`config.mk`:
```
export PLATFORM = sky130hd
export DESIGN_NAME = serial_sub
export DESIGN_NICKNAME = d
export VERILOG_FILES = /design/src/rtl/serial_sub.sv
export SDC_FILE = /design/constraint.sdc
export NUM_CORES = 1
export LEC_CHECK = 0
export CORE_ASPECT_RATIO = 1.4
export CORE_MARGIN = 3
export CORE_UTILIZATION = 45
export CTS_BUF_LIST = sky130_fd_sc_hd__clkbuf_8
export CTS_CLUSTER_SIZE = 24
export DETAILED_ROUTE_END_ITERATION = 7
export GPL_TIMING_DRIVEN = 0
export HOLD_SLACK_MARGIN = 0.06
export PLACE_DENSITY = 0.69
export SYNTH_ARGS = -nofsm -noshare
export SYNTH_HDL_FRONTEND = slang
export SYNTH_SLANG_ARGS = --single-unit
```
`constraint.sdc`:
```
create_clock -name clk -period 1.75 [get_ports clk]
set_input_delay 0.175 -clock clk [delete_from_list [all_inputs] [get_ports clk]]
set_output_delay 0.175 -clock clk [all_outputs]
set_load 0.01 [all_outputs]
```
`src/rtl/serial_sub.sv`:
```
// Bit-serial unsigned subtractor: one bit per cycle, LSB first, result after WIDTH cycles.
// Define SERIAL_SUB_SAT_EN to clamp a negative result (final borrow) to zero.
module serial_sub #(
    parameter int WIDTH = 8
) (
    input  logic             clk,
    input  logic             rst_n,
    input  logic             start,
    input  logic [WIDTH-1:0] a,
    input  logic [WIDTH-1:0] b,
    output logic             busy,
    output logic             done,
    output logic [WIDTH-1:0] diff,
    output logic             brr
);

    localparam int CW = (WIDTH > 2) ? $clog2(WIDTH) : 1;

    typedef enum logic [1:0] {
        IDLE,
        SHIFT,
        DONE
    } state_t;

    state_t           state_q, state_d;
    logic [WIDTH-1:0] aSh_q, aSh_d;
    logic [WIDTH-1:0] bSh_q, bSh_d;
    logic [WIDTH-1:0] res_q, res_d;
    logic [WIDTH-1:0] diff_q, diff_d;
    logic             br_q, br_d;
    logic             brr_q, brr_d;
    logic [CW-1:0]    cnt_q, cnt_d;
    logic             aBit, bBit, dBit, brNext;

    always_ff @(posedge clk or negedge rst_n) begin
        if (!rst_n) begin
            state_q <= IDLE;
            aSh_q   <= '0;
            bSh_q   <= '0;
            res_q   <= '0;
            diff_q  <= '0;
            br_q    <= 1'b0;
            brr_q   <= 1'b0;
            cnt_q   <= '0;
        end else begin
            state_q <= state_d;
            aSh_q   <= aSh_d;
            bSh_q   <= bSh_d;
            res_q   <= res_d;
            diff_q  <= diff_d;
            br_q    <= br_d;
            brr_q   <= brr_d;
            cnt_q   <= cnt_d;
        end
    end

    always_comb begin
        state_d = state_q;
        aSh_d   = aSh_q;
        bSh_d   = bSh_q;
        res_d   = res_q;
        diff_d  = diff_q;
        br_d    = br_q;
        brr_d   = brr_q;
        cnt_d   = cnt_q;

        aBit   = aSh_q[0];
        bBit   = bSh_q[0];
        dBit   = aBit ^ bBit ^ br_q;
        brNext = (~aBit & bBit) | (~(aBit ^ bBit) & br_q);

        case (state_q)
            IDLE: begin
                if (start) begin
                    aSh_d   = a;
                    bSh_d   = b;
                    br_d    = 1'b0;
                    cnt_d   = '0;
                    state_d = SHIFT;
                end
            end
            SHIFT: begin
                aSh_d = aSh_q >> 1;
                bSh_d = bSh_q >> 1;
                res_d = {dBit, res_q[WIDTH-1:1]};
                br_d  = brNext;
                cnt_d = cnt_q + CW'(1);
                // Visible outputs change only once the last bit has been folded in.
                if (cnt_q == CW'(WIDTH - 1)) begin
                    state_d = DONE;
                    diff_d  = {dBit, res_q[WIDTH-1:1]};
                    brr_d   = brNext;
`ifdef SERIAL_SUB_SAT_EN
                    if (brNext) begin
                        diff_d = '0;
                    end
`endif
                end
            end
            DONE: begin
                state_d = IDLE;
            end
            default: begin
                state_d = IDLE;
            end
        endcase
    end

    assign busy = (state_q == SHIFT);
    assign done = (state_q == DONE);
    assign diff = diff_q;
    assign brr  = brr_q;

endmodule
```
Word level (Yosys, flattened, before mapping)
Index checks and enable logic that the tools add are counted.
{"block": "totals", "ff_bits": 39, "inputBits": 19, "out_inout_bits": 11, "wordCells": 37}
{"block": "op_classes", "n_addsub": 1, "eq_ne": 5, "n_mux": 11, "bitwise_logic": 7, "n_reduce_logical": 5}
{"operator": "one-hot mux 8 bit (2 select lines)", "count": 2}
{"operator": "2-to-1 mux 8 bit", "count": 2}
{"operator": "one-hot mux 3 bit (2 select lines)", "count": 1}
{"operator": "AND reduction 2 bit", "count": 3}
{"operator": "2-to-1 mux 2 bit", "count": 2}
{"operator": "one-hot mux 2 bit (2 select lines)", "count": 1}
{"operator": "adder 3 x 1 -> 3 bit (second input constant)", "count": 1}
{"operator": "equality test 3 bit (second input constant)", "count": 1}
{"operator": "2-to-1 mux 3 bit", "count": 1}
{"operator": "bitwise AND 1 bit", "count": 2}
{"operator": "equality test 2 x 1 -> 1 bit (second input constant)", "count": 1}
{"operator": "equality test 2 bit (second input constant)", "count": 1}
{"operator": "zero test 2 bit", "count": 1}
{"operator": "inequality test 2 x 1 -> 1 bit (second input constant)", "count": 1}
{"operator": "inequality test 2 bit (second input constant)", "count": 1}
{"operator": "NOT 1 bit", "count": 2}
{"operator": "one-hot mux 1 bit (2 select lines)", "count": 1}
{"operator": "nonzero test 2 bit", "count": 1}
{"operator": "XOR 1 bit", "count": 2}
{"operator": "2-to-1 mux 1 bit", "count": 1}
{"operator": "bitwise OR 1 bit", "count": 1}

Longest topological paths before layout
Gate-level depths: netlist (run 1).
{"block": "depth", "word_depth": 5, "mapped_depth": 5, "ltp_nobuf": 4}

Worst setup path before layout (run 1)
No wires, ideal clock.
{"block": "synth_path", "path_kind": "reg2reg", "startpoint": "register cnt_q[0]", "endpoint": "register diff_q[0], in the netlist diff[0]", "setup_time_ns": 0.128, "t_arrival_ns": 1.347, "required_ns": 1.622, "setup_slack_ns": 0.275, "stages_incl_launch_ff": 6, "path_buffers": 1, "period_less_slack_ns": 1.475, "cell_sequence": "dfrtp_1 -> ha_1 -> ha_1 -> nand3b_1 -> buf_2 -> mux2_1"}
{"block": "synth_via", "elab_chain_cells": 2}
{"item": "from (decl)", "line": "32", "text": "logic [CW-1:0] cnt_q, cnt_d;"}
{"item": "from (signal assigned)", "line": "53", "text": "cnt_q <= cnt_d;"}
{"item": "equality test 3 bit", "line": "89", "text": "if (cnt_q == CW'(WIDTH - 1)) begin"}
{"item": "AND reduction 2 bit (no source line)"}
{"item": "to (signal assigned)", "line": "50", "text": "diff_q <= diff_d;"}
{"item": "to (decl)", "line": "29", "text": "logic [WIDTH-1:0] diff_q, diff_d;"}
Every way passes these cells.
A chain may end at the register's enable or synchronous reset.

Worst setup path after layout (run 1)
{"block": "layout_path", "startpoint": "register state_q[1]", "endpoint": "output done"}
{"block": "layout_via", "elab_chain_cells": 1}
{"item": "from (decl)", "line": "25", "text": "state_t state_q, state_d;"}
{"item": "from (signal assigned)", "line": "46", "text": "state_q <= state_d;"}
{"item": "equality test 2 bit", "line": "110", "text": "assign done = (state_q == DONE);"}
{"item": "to (decl)", "line": "12", "text": "output logic done,"}
Every way passes these cells.

==> results of run 1 <==
worst max path at each step:
stage               depth (start not counted)  endpoint  slack [ns]       start
floorplan                                   5   diff[0]        0.28    cnt_q[0]
global placement                            1  bSh_q[2]       -0.37       rst_n
detailed placement                          4      done        0.07  state_q[1]
CTS                                         3      busy       0.007  state_q[1]
global route                                4      done        0.02  state_q[0]
finish                                      4      done        0.09  state_q[1]
state kept, by name (all words and copies together) (netlist names):
| register | flops |
|---|---|
| res_q | 7 |
| br_q | 1 |
| diff | 8 |
| cnt_q | 3 |
| bSh_q | 8 |
| brr | 1 |
| state_q | 2 |
| aSh_q | 8 |
logic make-up after synthesis:
logic type                 Yosys count  share of synthesized area
DFF                                 38                      0.512
and+or+nand+nor                     32                      0.162
buffers and inverters               28                     0.0775
AOI/OAI and AO/OA                   22                      0.122
muxes                               17                      0.102
adders and majority gates            3                     0.0243
power breakdown:
part | leakage, nW | switching [mW] | internal [mW]
sequential | 0.455 | 0.223 | 1.30
combinational | 0.504 | 0.737 | 0.872
clock | 0.0438 | 0.287 | 0.267
layout make-up:
| class | count | area [um2] | share of cell area |
|---|---|---|---|
| Sequential cell | 38 | 952 | 0.417 |
| Multi-Input combinational cell | 74 | 761 | 0.333 |
| Timing Repair Buffer | 30 | 294 | 0.129 |
| Buffer | 12 | 83.8 | 0.0367 |
| Clock buffer | 5 | 68.8 | 0.0301 |
| Inverter | 16 | 60.1 | 0.0263 |
| Tap cell | 43 | 53.8 | 0.0236 |
| Clock inverter | 2 | 10.0 | 0.00438 |
layer usage:
layer / global-route usage / up-vias / share of wire
met4: 0.0599 / 0 / 0.013
li1: - / 575 / -
met2: 0.282 / 29 / 0.52
met5: 0 / - / 0
met3: 0.0393 / 5 / 0.044
met1: 0.193 / 604 / 0.43
timing repair:
| action | in CTS | in global routing |
|---|---|---|
| setup endpoints to repair | 2 | 2 |
| setup buffers | 0 | 1 |
| gates resized for setup | 2 | 1 |
| endpoints found under the hold margin | 38 | 0 |
| hold buffers | 1 | 0 |
stage by stage:
step	worst slack (ns)	power, mW	area [um2]	util
after floorplan	0.275	2.62	1860	-
after global placement	-0.366	3.12	2190	0.554
after detailed placement	0.0692	3.18	2180	0.553
after CTS	0.00706	3.76	2270	0.575
after global routing	0.0185	4.00	2280	0.578
final	0.0891	3.69	2280	0.578
worst max-delay path: cells and delay by family, from the launching register on:
| family | cells | cell delay [ns] |
|---|---|---|
| simple gates | 1 | 0.13 |
| flops | 1 | 0.43 |
| buf+inv | 3 | 0.65 |
layout by cell type, fill, tap and decap left out, drive strengths merged, types with 6 or more instances in the layout:
cell type	count
nor3b	13
a211oi	12
dfrtp	38
clkbuf	6
clkdlybuf4s50	25
inv	16
buf	13
nor4b	12
mux2	15
==> metrics.csv, run 1 <==
metric,value,unit
Syn Nets,162,
slowest CP cell,dfrtp_2,
Pleak,1.00,nW
layout cell share with drive strength beyond 1,0.226,
vias in the first global route,1289,
Post-synth top cells,"dfrtp_1, inv_1, mux2_1",
worst hold start,start,
Synth Cell Area,1860,um2
Worst EP required,1.57,ns
asr flop ratio synth,1.00,
VDD IR max,1000,uV
top-count cell post-synth,dfrtp_1,
dominant cells by area after synthesis,"dfrtp_1, mux2_1, a211oi_2, nor3b_1, nor4b_2",
routability cong.,0.778,
post-layout minimum cycle time,1.66,ns
hold depth,3,
worst reg2reg startpoint,cnt_q[0],
FF-to-FF path depth,5,
initial antenna violation count,0,
Arrival @ worst endpoint,1.49,ns
Final Setup Violations,0,
RSZ-0062 raised after global routing,false,
Post-Syn Area per Cell,13.3,um2
CP Capture Type,output port,
"Top FF cell, synth",dfrtp_1,
PD cells,1620,nW/um2
most frequent CP cell,buf_4,
post-synthesis register bit count,38,
Synth Instances,140,
FMAX,602,MHz
worst hold path type,in -> reg,
"Hold Violations, Final",0,
hpwl dp,2520,um
I/O Pins,30,
# rows,27,
WHS Endpoint,aSh_q[7],
Fill cells,360,
Post-synth EDFFs,0,
max-slew violation count,0,
critical path peak fanout,10,
Setup CP Type,reg -> out,
initial core utilization,0.469,
cell chain of the critical path,buf_4 > buf_4 > nor2b_1 > dlygate4sd2_1,
overall die height,82.0,um
cell taking the most area after synthesis,dfrtp_1,
Ys Warns,0,
R2R Path End,diff[1],
Setup TNS,0,ns
Total GRT Usage,0.164,
post-synth cell types,29,
Final period util,0.949,
Non-Filler Instances,220,
clock buffer depth,2,
final net count,199,
Worst setup SP type,flop,
count of input and output buffers,28,
WL final,3550,um
chip width,60.3,um
grt ovf,0,
clk_lat worst skew,0.28,ns
vias,1213,
CTS H-tree lvls,2,
hold_ws,0.395,ns
Sink Count,38,
number of max-cap violations,0,
drt via density,5.51,
WL/cell,16.1,um
number of buffers created by CTS,5,
core area,3950,um2
post-synthesis sequential area ratio,0.512,
Routed Antenna Nets,0,
largest net degree at the start of global routing,39,
outcome,finished clean,
drt pass-1 iters,4,
Synth top area share,0.512,
die area,4940,um2
first-pass GRT wire length,5930,um
Area Growth Syn to Fin,23.1,%
Rel. slew slack,0.435,
clk root buf,clkbuf_8,
Iteration-0 DRC Markers,32,
DRC Markers,0,
Ant. Diodes,0,
crit-path max cell delay,0.43,ns
clk_skew,0.00660,ns
Worst Tran Pin Value,0.847,ns
R2R Setup Slk,0.15,ns
CTS tree,built,
placed insts,211,
clk slew on worst S/H paths,0.07,ns
Power figures use the tool's default switching activity.
==> inputs of run 2 (changes only) <==
Settings changed: SKIP_CTS_REPAIR_TIMING from default to 1.
==> metrics.csv, run 2 (same netlist as run 1, synthesis figures left out) <==
metric,value,unit
routability cong.,0.778,
switching power share of the total,0.338,
WL final,3550,um
largest net degree at the start of global routing,39,
count of input and output buffers,28,
initial antenna violation count,0,
overall die height,82.0,um
"Hold Violations, Final",0,
"commonest non-fill, non-tap cell in the layout",dfrtp_1,
critical path peak fanout,10,
Layout Utilization,0.579,
Ant. Diodes,0,
PD cells,1610,nW/um2
Routed Antenna Nets,0,
drt pass-1 iters,4,
die area,4940,um2
placed insts,211,
CP top delay family,flip-flops,
sequential power share,0.413,
clk slew on worst S/H paths,0.07,ns
post-route cell area,2290,um2
Power Total,3.69,mW
CTS tree,built,
FMAX,623,MHz
Rel. slew slack,0.437,
number of max-cap violations,0,
final net count,199,
clk root buf,clkbuf_8,
CP bufs+invs,1,
VDD IR max,1000,uV
grt ovf,0,
Worst EP required,1.92,ns
CTS H-tree lvls,2,
Clk pwr share,0.151,
Non-Filler Instances,220,
Iteration-0 DRC Markers,35,
WL/cell,16.1,um
post-placement cell area,2180,um2
Sink Count,38,
Setup CP Type,reg -> reg,
Worst setup SP type,flop,
slowest CP cell,dfrtp_1,
post-layout minimum cycle time,1.60,ns
layout cell share with drive strength beyond 1,0.226,
crit-path max cell delay,0.40,ns
Setup TNS,0,ns
Area Growth Syn to Fin,23.3,%
Pleak,1.02,nW
first-pass GRT wire length,5930,um
Final Setup Violations,0,
cell chain of the critical path,ha_1 > ha_1 > nand3b_1 > buf_2 > mux2_1,
# rows,27,
drt via density,5.55,
chip width,60.3,um
hpwl dp,2520,um
initial core utilization,0.469,
P_sw,1.25,mW
vias in the first global route,1289,
Pint,2.44,mW
clk_skew,0.00606,ns
outcome,finished clean,
core area,3950,um2
vias,1220,
number of buffers created by CTS,5,
Worst Tran Pin Value,0.845,ns
clk_lat worst skew,0.28,ns
Final period util,0.917,
DRC Markers,0,
RSZ-0062 raised after global routing,false,
Arrival @ worst endpoint,1.77,ns
clock buffer depth,2,
most frequent CP cell,ha_1,
worst hold path type,in -> reg,
Total GRT Usage,0.164,
CP Capture Type,flop,
most frequent cells in the layout,"dfrtp_1, clkdlybuf4s50_1, inv_1, mux2_1, nor3b_1",
Comb pwr share,0.436,
I/O Pins,30,
max-slew violation count,0,
## run 2: stage by stage
step / hold slack, ns / worst slack, ns
after CTS: 0.0176 / -0.254
final: 0.397 / 0.146
after floorplan: -0.121 / 0.275
after global placement: 0.465 / -0.366
after global routing: 0.406 / 0.0455
after detailed placement: 0.328 / 0.0692
## run 2: final timing paths
kind / startpoint / end / slack [ns] / depth (start not counted)
worst max-delay path: cnt_q[0] / diff[1] / 0.15 / 5
worst min-delay path: start / aSh_q[7] / 0.40 / 3
worst max register to register: cnt_q[0] / diff[1] / 0.15 / 5
worst min register to register: cnt_q[0] / cnt_q[0] / 0.49 / 1
max in group asynchronous: rst_n / state_q[1] / 0.63 / 2
min in group asynchronous: rst_n / diff[6] / 0.54 / 2
## run 2: tightest hold or removal path, stage by stage
cell      delay, ns
buf_2          0.17
nor4bb_1       0.16
a21o_1         0.14
## run 2: layout make-up
cell class              instances  area, um2
fillers                       361       1670
clock inverters                 2       10.0
multi-input cells              74        761
clock buffers                   5       68.8
repair buffers                 30        298
flip-flops and latches         38        952
well taps                      43       53.8
inverters                      16       60.1
plain buffers                  12       83.8
## run 2: power groups by stage
| stage | Clock, mW | Combinational, mW | Sequential, mW |
|---|---|---|---|
| after floorplan | 0 | 1.09 | 1.54 |
| after global placement | 0 | 1.59 | 1.53 |
| after detailed placement | 0 | 1.63 | 1.55 |
| after CTS | 0.584 | 1.63 | 1.54 |
| after global routing | 0.607 | 1.81 | 1.58 |
| final | 0.556 | 1.61 | 1.53 |
## run 2: routing by layer
metal  vias up  global-route usage  share of wire
li1        575                   -              -
met1       609               0.193           0.42
met2        31               0.282           0.52
met3         5              0.0393          0.044
met4         0              0.0599          0.013
met5         -                   0              0
==> inputs of run 3 (changes only) <==
Settings changed: CORE_ASPECT_RATIO 1.4 to default, CTS_CLUSTER_DIAMETER from default to 60, DONT_BUFFER_PORTS from default to 1, PLACE_DENSITY 0.69 to default.
==> metrics.csv, run 3 (same netlist as run 1, synthesis figures left out) <==
metric,value,unit
vias in the first global route,1214,
layout cell share with drive strength beyond 1,0.253,
outcome,finished clean,
grt ovf,0,
Iteration-0 DRC Markers,67,
overall die height,70.2,um
drt via density,5.72,
vias,1133,
first-pass GRT wire length,5800,um
WL/cell,17.1,um
count of input and output buffers,0,
Worst EP required,1.91,ns
chip width,70.2,um
clk_skew,0.00527,ns
Sink Count,38,
FMAX,618,MHz
Final Setup Violations,0,
post-layout minimum cycle time,1.62,ns
R2R Path End,diff[4],
critical path peak fanout,10,
RSZ-0062 raised after global routing,false,
# rows,22,
number of buffers created by CTS,5,
Area Growth Syn to Fin,9.78,%
Arrival @ worst endpoint,1.78,ns
CP Launch Point,cnt_q[0],
Rel. slew slack,0.703,
initial core utilization,0.485,
clk slew on worst S/H paths,0.07,ns
worst hold path type,in -> reg,
"Hold Violations, Final",0,
worst reg2reg startpoint,cnt_q[0],
core area,3830,um2
final net count,171,
Ant. Diodes,0,
Setup TNS,0,ns
PD cells,1720,nW/um2
max-slew violation count,0,
number of max-cap violations,0,
Setup CP Type,reg -> reg,
Routed Antenna Nets,0,
"commonest non-fill, non-tap cell in the layout",dfrtp_1,
worst hold start,a[3],
DRC Markers,0,
CTS tree,built,
CTS H-tree lvls,2,
VDD IR max,840,uV
post-placement cell area,1920,um2
most frequent cells in the layout,"dfrtp_1, inv_1, mux2_1",
hold depth,2,
hpwl dp,2350,um
Power Total,3.51,mW
FF-to-FF path depth,5,
hold_ws,0.128,ns
drt pass-1 iters,4,
largest net degree at the start of global routing,39,
Pleak,0.899,nW
Multi-input gate area,761,um2
post-route cell area,2040,um2
initial antenna violation count,0,
WHS Endpoint,aSh_q[3],
CP Capture Type,flop,
Final period util,0.925,
die area,4930,um2
Worst Tran Pin Value,0.439,ns
clk root buf,clkbuf_8,
Worst setup SP type,flop,
routability cong.,0.755,
Fill cells,343,
clock buffer depth,2,
Storage cell area,951,um2
R2R Setup Slk,0.13,ns
clk_lat worst skew,0.29,ns
I/O Pins,30,
WL final,3390,um
Total GRT Usage,0.148,
run 3: routing by layer:
layer / track usage / vias to the layer above / routed length, um
met2: 0.228 / 34 / 1560
met4: 0.0574 / 0 / 40
met3: 0.0475 / 6 / 154
met1: 0.195 / 567 / 1630
li1: - / 526 / -
met5: 0 / - / 0
run 3: how the worst max path moves through the flow:
stage / endpoint / slack, ns / depth (start not counted)
floorplan: diff[0] / 0.28 / 5
global placement: diff[0] / 0.14 / 5
detailed placement: diff[4] / 0.12 / 5
CTS: diff[4] / 0.1 / 5
global route: diff[4] / 0.03 / 5
finish: diff[4] / 0.13 / 5
run 3: per-stage QoR:
stage	setup WS [ns]	utilization	std cells
2_1_floorplan	0.275	-	140
3_3_place_gp	0.138	0.501	188
3_5_place_dp	0.117	0.501	188
4_1_cts	0.0980	0.525	196
5_1_grt	0.0258	0.532	198
6_report	0.132	0.532	198
run 3: power by group:
part	total [mW]	internal [mW]	switching (mW)
logic	1.31	0.660	0.651
registers	1.59	1.30	0.288
clock network	0.607	0.312	0.295
run 3: area by class of cell:
type                    count  area share
repair buffers              2      0.0147
clock buffers               6      0.0405
plain buffers              12      0.0412
clock inverters             2     0.00430
well taps                  48      0.0295
flip-flops and latches     38       0.467
multi-input cells          74       0.373
inverters                  16      0.0295
run 3: worst max-delay path, cell delays in order, from the launching register on:
cell      delay (ns)
dfrtp_1         0.40
ha_1            0.21
ha_1            0.21
nand3b_1        0.08
buf_2           0.25
mux2_1          0.35
